**src/rtl/hilo_mul_ctrl.sv**
```systemverilog
// HI/LO register pair and sequencer for MULT/MULTU around an external unsigned
// 32x32 multiplier; also services MTHI/MTLO writes.
module hilo_mul_ctrl #(
   parameter int MUL_WAIT = 2
) (
   input  logic        clk,
   input  logic        reset,
   input  logic        start,
   input  logic        is_signed,
   input  logic [31:0] op_a,
   input  logic [31:0] op_b,
   output logic [31:0] mul_a,
   output logic [31:0] mul_b,
   input  logic [63:0] mul_z,
   input  logic        hi_we,
   input  logic        lo_we,
   input  logic [31:0] wdata,
   output logic [31:0] hi,
   output logic [31:0] lo,
   output logic        busy,
   output logic        done
);

   localparam int unsigned WAIT = (MUL_WAIT < 1) ? 1 : MUL_WAIT;

   typedef enum logic [1:0] {IDLE, MUL, FIX} state_t;

   state_t      state, state_nx;
   logic [31:0] cnt;
   logic        neg;
   logic [63:0] prod;
   logic [63:0] res;
   logic        last;
   logic [31:0] mag_a, mag_b;

   always_comb begin
      mag_a = (is_signed & op_a[31]) ? (32'd0 - op_a) : op_a;
      mag_b = (is_signed & op_b[31]) ? (32'd0 - op_b) : op_b;
      last  = (cnt == 32'(WAIT - 1));
      res   = neg ? (~prod + 64'd1) : prod;
      busy  = (state != IDLE);
   end

   always_comb begin
      state_nx = state;
      case (state)
         IDLE:    if (start) state_nx = MUL;
         MUL:     if (last)  state_nx = FIX;
         FIX:     state_nx = IDLE;
         default: state_nx = IDLE;
      endcase
   end

   always_ff @(posedge clk) begin
      if (!reset) begin
         state <= IDLE;
         hi    <= '0;
         lo    <= '0;
         mul_a <= '0;
         mul_b <= '0;
         cnt   <= '0;
         neg   <= 1'b0;
         prod  <= '0;
         done  <= 1'b0;
      end else begin
         state <= state_nx;
         done  <= 1'b0;
         case (state)
            IDLE: begin
               // moves land first; an accepted start overwrites them at commit
               if (hi_we) hi <= wdata;
               if (lo_we) lo <= wdata;
               if (start) begin
                  mul_a <= mag_a;
                  mul_b <= mag_b;
                  neg   <= is_signed & (op_a[31] ^ op_b[31]);
                  cnt   <= '0;
               end
            end
            MUL: begin
               cnt <= cnt + 32'd1;
               if (last) prod <= mul_z;
            end
            FIX: begin
               hi   <= res[63:32];
               lo   <= res[31:0];
               done <= 1'b1;
            end
            default: ;
         endcase
      end
   end

endmodule

```
**config.mk**
```make
export PLATFORM = sky130hd
export DESIGN_NAME = hilo_mul_ctrl
export DESIGN_NICKNAME = d
export VERILOG_FILES = /design/src/rtl/hilo_mul_ctrl.sv
export SDC_FILE = /design/constraint.sdc
export NUM_CORES = 1
export LEC_CHECK = 0
export BUFFER_PORTS_ARGS = -buffer_cell sky130_fd_sc_hd__buf_2
export CAP_MARGIN = 20
export CORE_AREA = 4 4 177 179
export CTS_CLUSTER_DIAMETER = 200
export DETAILED_ROUTE_END_ITERATION = 10
export DIE_AREA = 0 0 181 183
export SYNTH_ARGS = -nofsm -noshare
export SYNTH_HDL_FRONTEND = slang
export SYNTH_SLANG_ARGS = --single-unit
export TNS_END_PERCENT = 5
```
**constraint.sdc**
```tcl
create_clock -name clk -period 3.77 [get_ports clk]
set_clock_uncertainty 0.2 [all_clocks]
set_input_delay 0.754 -clock clk [delete_from_list [all_inputs] [get_ports clk]]
set_output_delay 0.754 -clock clk [all_outputs]
set_load 0.01 [all_outputs]
```
==> metrics, run 1 <==
final total power 6.66 mW; Hold WC Path Type primary input to flip-flop; Final nets between 1500 and 2000; Routed wire per std cell 20.0 um; Post-synth ARST share 0; clk buf depth 3; Final Wtd Congestion 0.907; GRT overflow 0; Syn Inst Count ~1500; First DRT Iteration DRCs 963; Max VDD drop ~0.38 mV; RSZ-0062 raised after global routing false; crit path max fanout 9; CP required a little under 4 ns; pwr/cell area 458 mW/mm^2; initial antenna violation count 4; first-pass GRT wire length roughly 65000 um; sequential area share after synthesis 0.389; Pins Over Slew Limit 0; vias in the first global route 11300; max cap viols 0; vias roughly 12000; final setup vio count 0; First-pass DRT Iterations 6; largest net degree at the start of global routing between 60 and 70; DP Worst Slack slightly below 0.5 ns; layout cells sized above 1 0.228; synthesis-to-layout area growth 23.9%; Setup Total Neg Slack 0 ns; Design Area, Final about 0.015 sq mm; starting density of the core 0.397; P_leak 5.94 nW; Synth Warn # 0; Yosys top cell by area dfxtp_1; Tot GR Track Use 0.240; CTS Buf Count 28; Syn Std Cell Area between 0.01 and 0.015 sq mm; CTS tree yes; Synth cell types 65; ant diodes 0; FMAX approximately 300 MHz; Synth Flop Type dfxtp_1; syn avg cell area between 8 and 9 sq um; syn nets 1621; number of synthesized flops with an enable pin 0; commonest non-fill, non-tap cell in the layout buf_2; FP Rows between 60 and 70; Post-Place Cell Area between 0.01 and 0.015 sq mm; vias per cell between 5 and 6; final worst slack roughly 0.46 ns; Data arrival, critical path between 3 and 4 ns; setup bufs post-CTS 0; Top Ports about 300; most frequent cells in the layout buf_2 (295), dfxtp_1 (228), nor2_1 (204), nand2_1 (104), a21oi_1 (97); Worst-Skew Late Latency around 0.55 ns; relative slew slack 0.364; wirelength, routed ~42000 um; Synth top area share 0.389; PortBufs approximately 300; antenna-violating nets left 0; Die Wd approximately 180 um; Die Ht roughly 180 um; core area a little under 0.03 sq mm; Tcrit/Tclk final 0.879; fin cells approximately 2100; Tightest Pin Transition around 0.94 ns; Period minus WS final between 3 and 4 ns; detailed-route DRC error count 0; hpwl dp about 31000 um; hold buffers post-CTS 0; nature of the critical path startpoint flip-flop; flops & latches, synth 228; Die Footprint roughly 0.033 sq mm; Reg clk slew, reported paths about 0.060 ns; outcome completed; PostCTS Resize Cnt 0; Crit. End Element flip-flop; clk sinks 228; clk root buf clkbuf_16; Placed Cells between 2000 and 2500; final hold violations 0; htree depth 1; critical path class flip-flop to flip-flop; Area contributors post-synth dfxtp_1 (39%), nor2_1 (6.5%), mux2i_1 (6.2%)
## cell type report
| class | instances | area (sq um) |
|---|---|---|
| Clock buffer | 39 | 792 |
| Clock inverter | 13 | 179 |
| Fill cell | 2967 | 15000 |
| Inverter | 17 | 66.3 |
| Multi-Input combinational cell | 1100 | 6730 |
| Sequential cell | 228 | 4560 |
| Tap cell | 390 | 488 |
| Timing Repair Buffer | 324 | 1720 |
## cell usage after synthesis (19+ instances only)
master      n
dfxtp_1   228
nand3_1    40
and3_1     23
xnor2_1    41
o21ai_0    89
nand2_1   104
o211ai_1   22
clkbuf_1   90
a21oi_1    97
mux2i_1    73
nor2_1    204
xor2_1     38
a31oi_1    25
or4_1      19
nor3_1     44
a211oi_1   35
nor4_1     31
## worst paths after layout
path	from	endpoint	slack, ns	cells after the start
worst max-delay path	prod[16]$_SDFFE_PN0P_	hi[9]$_SDFFE_PN0P_	0.46	6
worst min register to register	lo[10]$_SDFFE_PN0P_	lo[10]$_SDFFE_PN0P_	0.25	2
worst min-delay path	mul_z[23]	prod[23]$_SDFFE_PN0P_	0.24	3
worst max register to register	prod[16]$_SDFFE_PN0P_	hi[9]$_SDFFE_PN0P_	0.46	6
## stage by stage
stage	utilization	hold slack, ns
after detailed placement	0.459	0.247
after CTS	0.492	0.220
after global routing	0.492	0.237
after floorplan	-	0.242
after global placement	0.459	0.238
final	0.492	0.242
## flip-flops by register name, indices dropped and copies added (netlist names)
| signal | flops |
|---|---|
| lo | 32 |
| state | 2 |
| prod | 64 |
| hi | 32 |
| neg | 1 |
| mul_a | 32 |
| done | 1 |
| cnt | 32 |
| mul_b | 32 |
## routing by layer
layer | wire [um] | GRT usage
met1 | 17500 | 0.315
met2 | 18200 | 0.364
met3 | 4820 | 0.0912
met4 | 1700 | 0.0877
met5 | 28 | 0.00429
## where the power goes
part	total (mW)	switching, mW	internal, mW
Combinational	1.19	0.744	0.450
Clock	2.81	1.08	1.74
Sequential	2.65	0.105	2.55
## critical path, cell delays in order (launching register included)
cell and delay, ns:
dfxtp_1 0.36, or4_1 0.64, or4_1 0.50, or4_1 0.73, or4_4 0.49, mux2i_1 0.16, o22ai_1 0.08
## cells by family (layout without fill, tap and decap cells)
group / after synthesis / count (layout) / share of synthesized area
xor+xnor: 79 / 79 / 0.0589
buf+inv: 122 / 393 / 0.0393
fa+ha+maj: 5 / 5 / 0.00533
compound gates: 388 / 388 / 0.215
flops: 228 / 228 / 0.389
mux: 81 / 81 / 0.0699
simple gates: 547 / 547 / 0.222
No activity file was read; power rests on OpenSTA's default activity.
==> run 2, diff against run 1 <==
==> constraint.sdc (replaced) <==
create_clock -name clk -period 3.77 [get_ports clk]
set_clock_uncertainty 0.2 [all_clocks]
set_input_delay 0.1885 -clock clk [delete_from_list [all_inputs] [get_ports clk]]
set_output_delay 0.1885 -clock clk [all_outputs]
set_load 0.01 [all_outputs]
==> metrics, run 2 (synthesis gave the netlist of run 1 again) <==
initial antenna violation count 0 (-4); relative slew slack 0.307 (-0.0572); clk sinks 228 (unchanged); FF+latch area 0.00456 sq mm (unchanged); max cap viols 0 (unchanged); clk root buf clkbuf_16; PortBufs 295 (unchanged); Max VDD drop 0.357 mV (-6.9%); FP Rows 63 (unchanged); CTS tree yes; Top Ports 296 (unchanged); First-pass DRT Iterations 5 (-1); setup bufs post-CTS 0 (unchanged); hpwl dp 31100 um (+0.28%); first-pass GRT wire length 69800 um (+7.3%); Clock power frac 0.397 (-0.026); highest routed layer met4; vias 13000 (+7.0%); synthesis-to-layout area growth 39.1%; P_int 4.73 mW (about the same); Data arrival, critical path 3.66 ns (+0.14 ns); most frequent CP cell or4_1; vias in the first global route 12600 (+12%); final total power 6.67 mW (about the same); Largest register FFs 64 (unchanged); final setup vio count 0 (unchanged); Hold WC Path Type primary input to flip-flop; Die Ht 183 um (unchanged); Worst-Skew Late Latency 0.55 ns (about the same); final hold violations 0 (unchanged); FILL cells 2726 (-8.1%); Tightest Pin Transition 1.04 ns (+0.0907 ns); crit path cell chain or4_1 -> or2_2 -> or4_1 -> nor3_1 -> a211o_1 -> o211ai_1; hold buffers post-CTS 189 (+189); CP bufs+invs 0 (unchanged); crit path max fanout 14 (+5); clk buf depth 3 (unchanged); commonest non-fill, non-tap cell in the layout buf_2; layout cells sized above 1 0.202 (-0.0255); Die Wd 181 um (unchanged); Setup Total Neg Slack 0 ns (unchanged); CTS Buf Count 27 (-3.6%); slowest CP cell or4_1; area of the multi-input gates 0.00673 sq mm (unchanged); First DRT Iteration DRCs 1006 (+4.5%); Pins Over Slew Limit 0 (unchanged); Reg power frac 0.398 (about the same); switch share 0.290 (+0.000796); met1 WL 18600 um (+6.1%); antenna-violating nets left 0 (unchanged); Tcrit/Tclk final 0.921 (+0.0417); CP required 3.96 ns (about the same); P_leak 6.67 nW (+12%); Period minus WS final 3.47 ns (+0.157 ns); nature of the critical path startpoint flip-flop; wirelength, routed 44700 um (+5.7%); core area 0.0296 sq mm (unchanged); vias per cell 5.66 (-1.5%); Reg clk slew, reported paths 0.07 ns (about the same); most frequent cells in the layout buf_2 (295), dfxtp_1 (228), nor2_1 (204), dlygate4sd3_1 (189), nand2_1 (104); PostCTS Resize Cnt 0 (unchanged); P_sw 1.93 mW (+0.34%); critical path class flip-flop to flip-flop; starting density of the core 0.397 (unchanged); Die Footprint 0.0331 sq mm (unchanged); Logic pwr share 0.205 (+0.026); Routed wire per std cell 19.5 um (-2.7%); Crit. End Element flip-flop; FMAX 288 MHz (-4.5%); ant diodes 0 (unchanged); CP top delay family simple AND/OR/NAND/NOR gates; pwr/cell area 408 mW/mm^2 (-11%); GRT overflow 0 (unchanged); most flop-heavy register prod; largest net degree at the start of global routing 73 (+12%); Tot GR Track Use 0.255 (+0.0149); WL met3 4060 um (-16%); outcome completed; htree depth 1 (unchanged); Final Wtd Congestion 0.944 (+4.1%); Final nets 2057 (+10%); detailed-route DRC error count 0 (unchanged); CP peak stage delay 0.81 ns (+0.08 ns); Met2 Routed Length 20100 um (+10%); RSZ-0062 raised after global routing false
run 2: changes by cell type in the layout (fill, tap and decap cells not counted):
| cell | delta |
|---|---|
| buf_12 | -1 |
| bufinv_16 | -2 |
| clkbuf_16 | -1 |
| clkbuf_8 | +3 |
| clkinv_2 | -5 |
| clkinv_8 | -1 |
| clkinvlp_4 | -1 |
| dlygate4sd3_1 | +189 |
| inv_6 | +1 |
run 2: worst paths after layout:
check	from	end	slack, ns	cells after the start
max	prod[24]$_SDFFE_PN0P_	hi[28]$_SDFFE_PN0P_	0.30	6
max reg2reg	prod[24]$_SDFFE_PN0P_	hi[28]$_SDFFE_PN0P_	0.30	6
min	wdata[10]	lo[10]$_SDFFE_PN0P_	0.04	5
min reg2reg	lo[25]$_SDFFE_PN0P_	lo[25]$_SDFFE_PN0P_	0.25	2
run 2: worst min-delay path, stage by stage:
cell     delay [ns]
buf_2          0.09
nor2_1         0.10
nor2_1         0.11
o21ai_0        0.11
a21oi_1        0.14
run 2: area by class of cell:
cell class,instances,share of cell area
clock buffers,41,0.0495
repair buffers,512,0.220
clock inverters,5,0.00483
flip-flops and latches,228,0.280
well taps,390,0.0299
multi-input cells,1100,0.412
inverters,17,0.00406
run 2: power by group through the flow:
stage | combinational (mW) | clock [mW] | sequential, mW
final | 1.36 | 2.65 | 2.66
after global routing | 1.49 | 2.78 | 2.67
after CTS | 1.35 | 2.69 | 2.65
after detailed placement | 1.18 | 0 | 2.70
after global placement | 1.17 | 0 | 2.70
after floorplan | 0.658 | 0 | 2.73
run 2: metal layers:
layer / vias up / global-route usage
li1: 6201 / -
met1: 6079 / 0.334
met2: 592 / 0.408
met3: 117 / 0.0599
met4: 0 / 0.105
met5: - / 0
run 2: through the flow:
stage | std cells | utilization | hold slack (ns) | cell area (sq um) | setup slack [ns]
after detailed placement | 2058 | 0.458 | 0.233 | 13500 | 0.385
final | 2293 | 0.552 | 0.0405 | 16300 | 0.298
after CTS | 2293 | 0.552 | 0.0120 | 16300 | 0.359
after floorplan | 1450 | - | 0.124 | 11700 | 0.791
after global placement | 2058 | 0.458 | 0.223 | 13500 | 0.447
after global routing | 2293 | 0.552 | 0.0938 | 16300 | 0.130
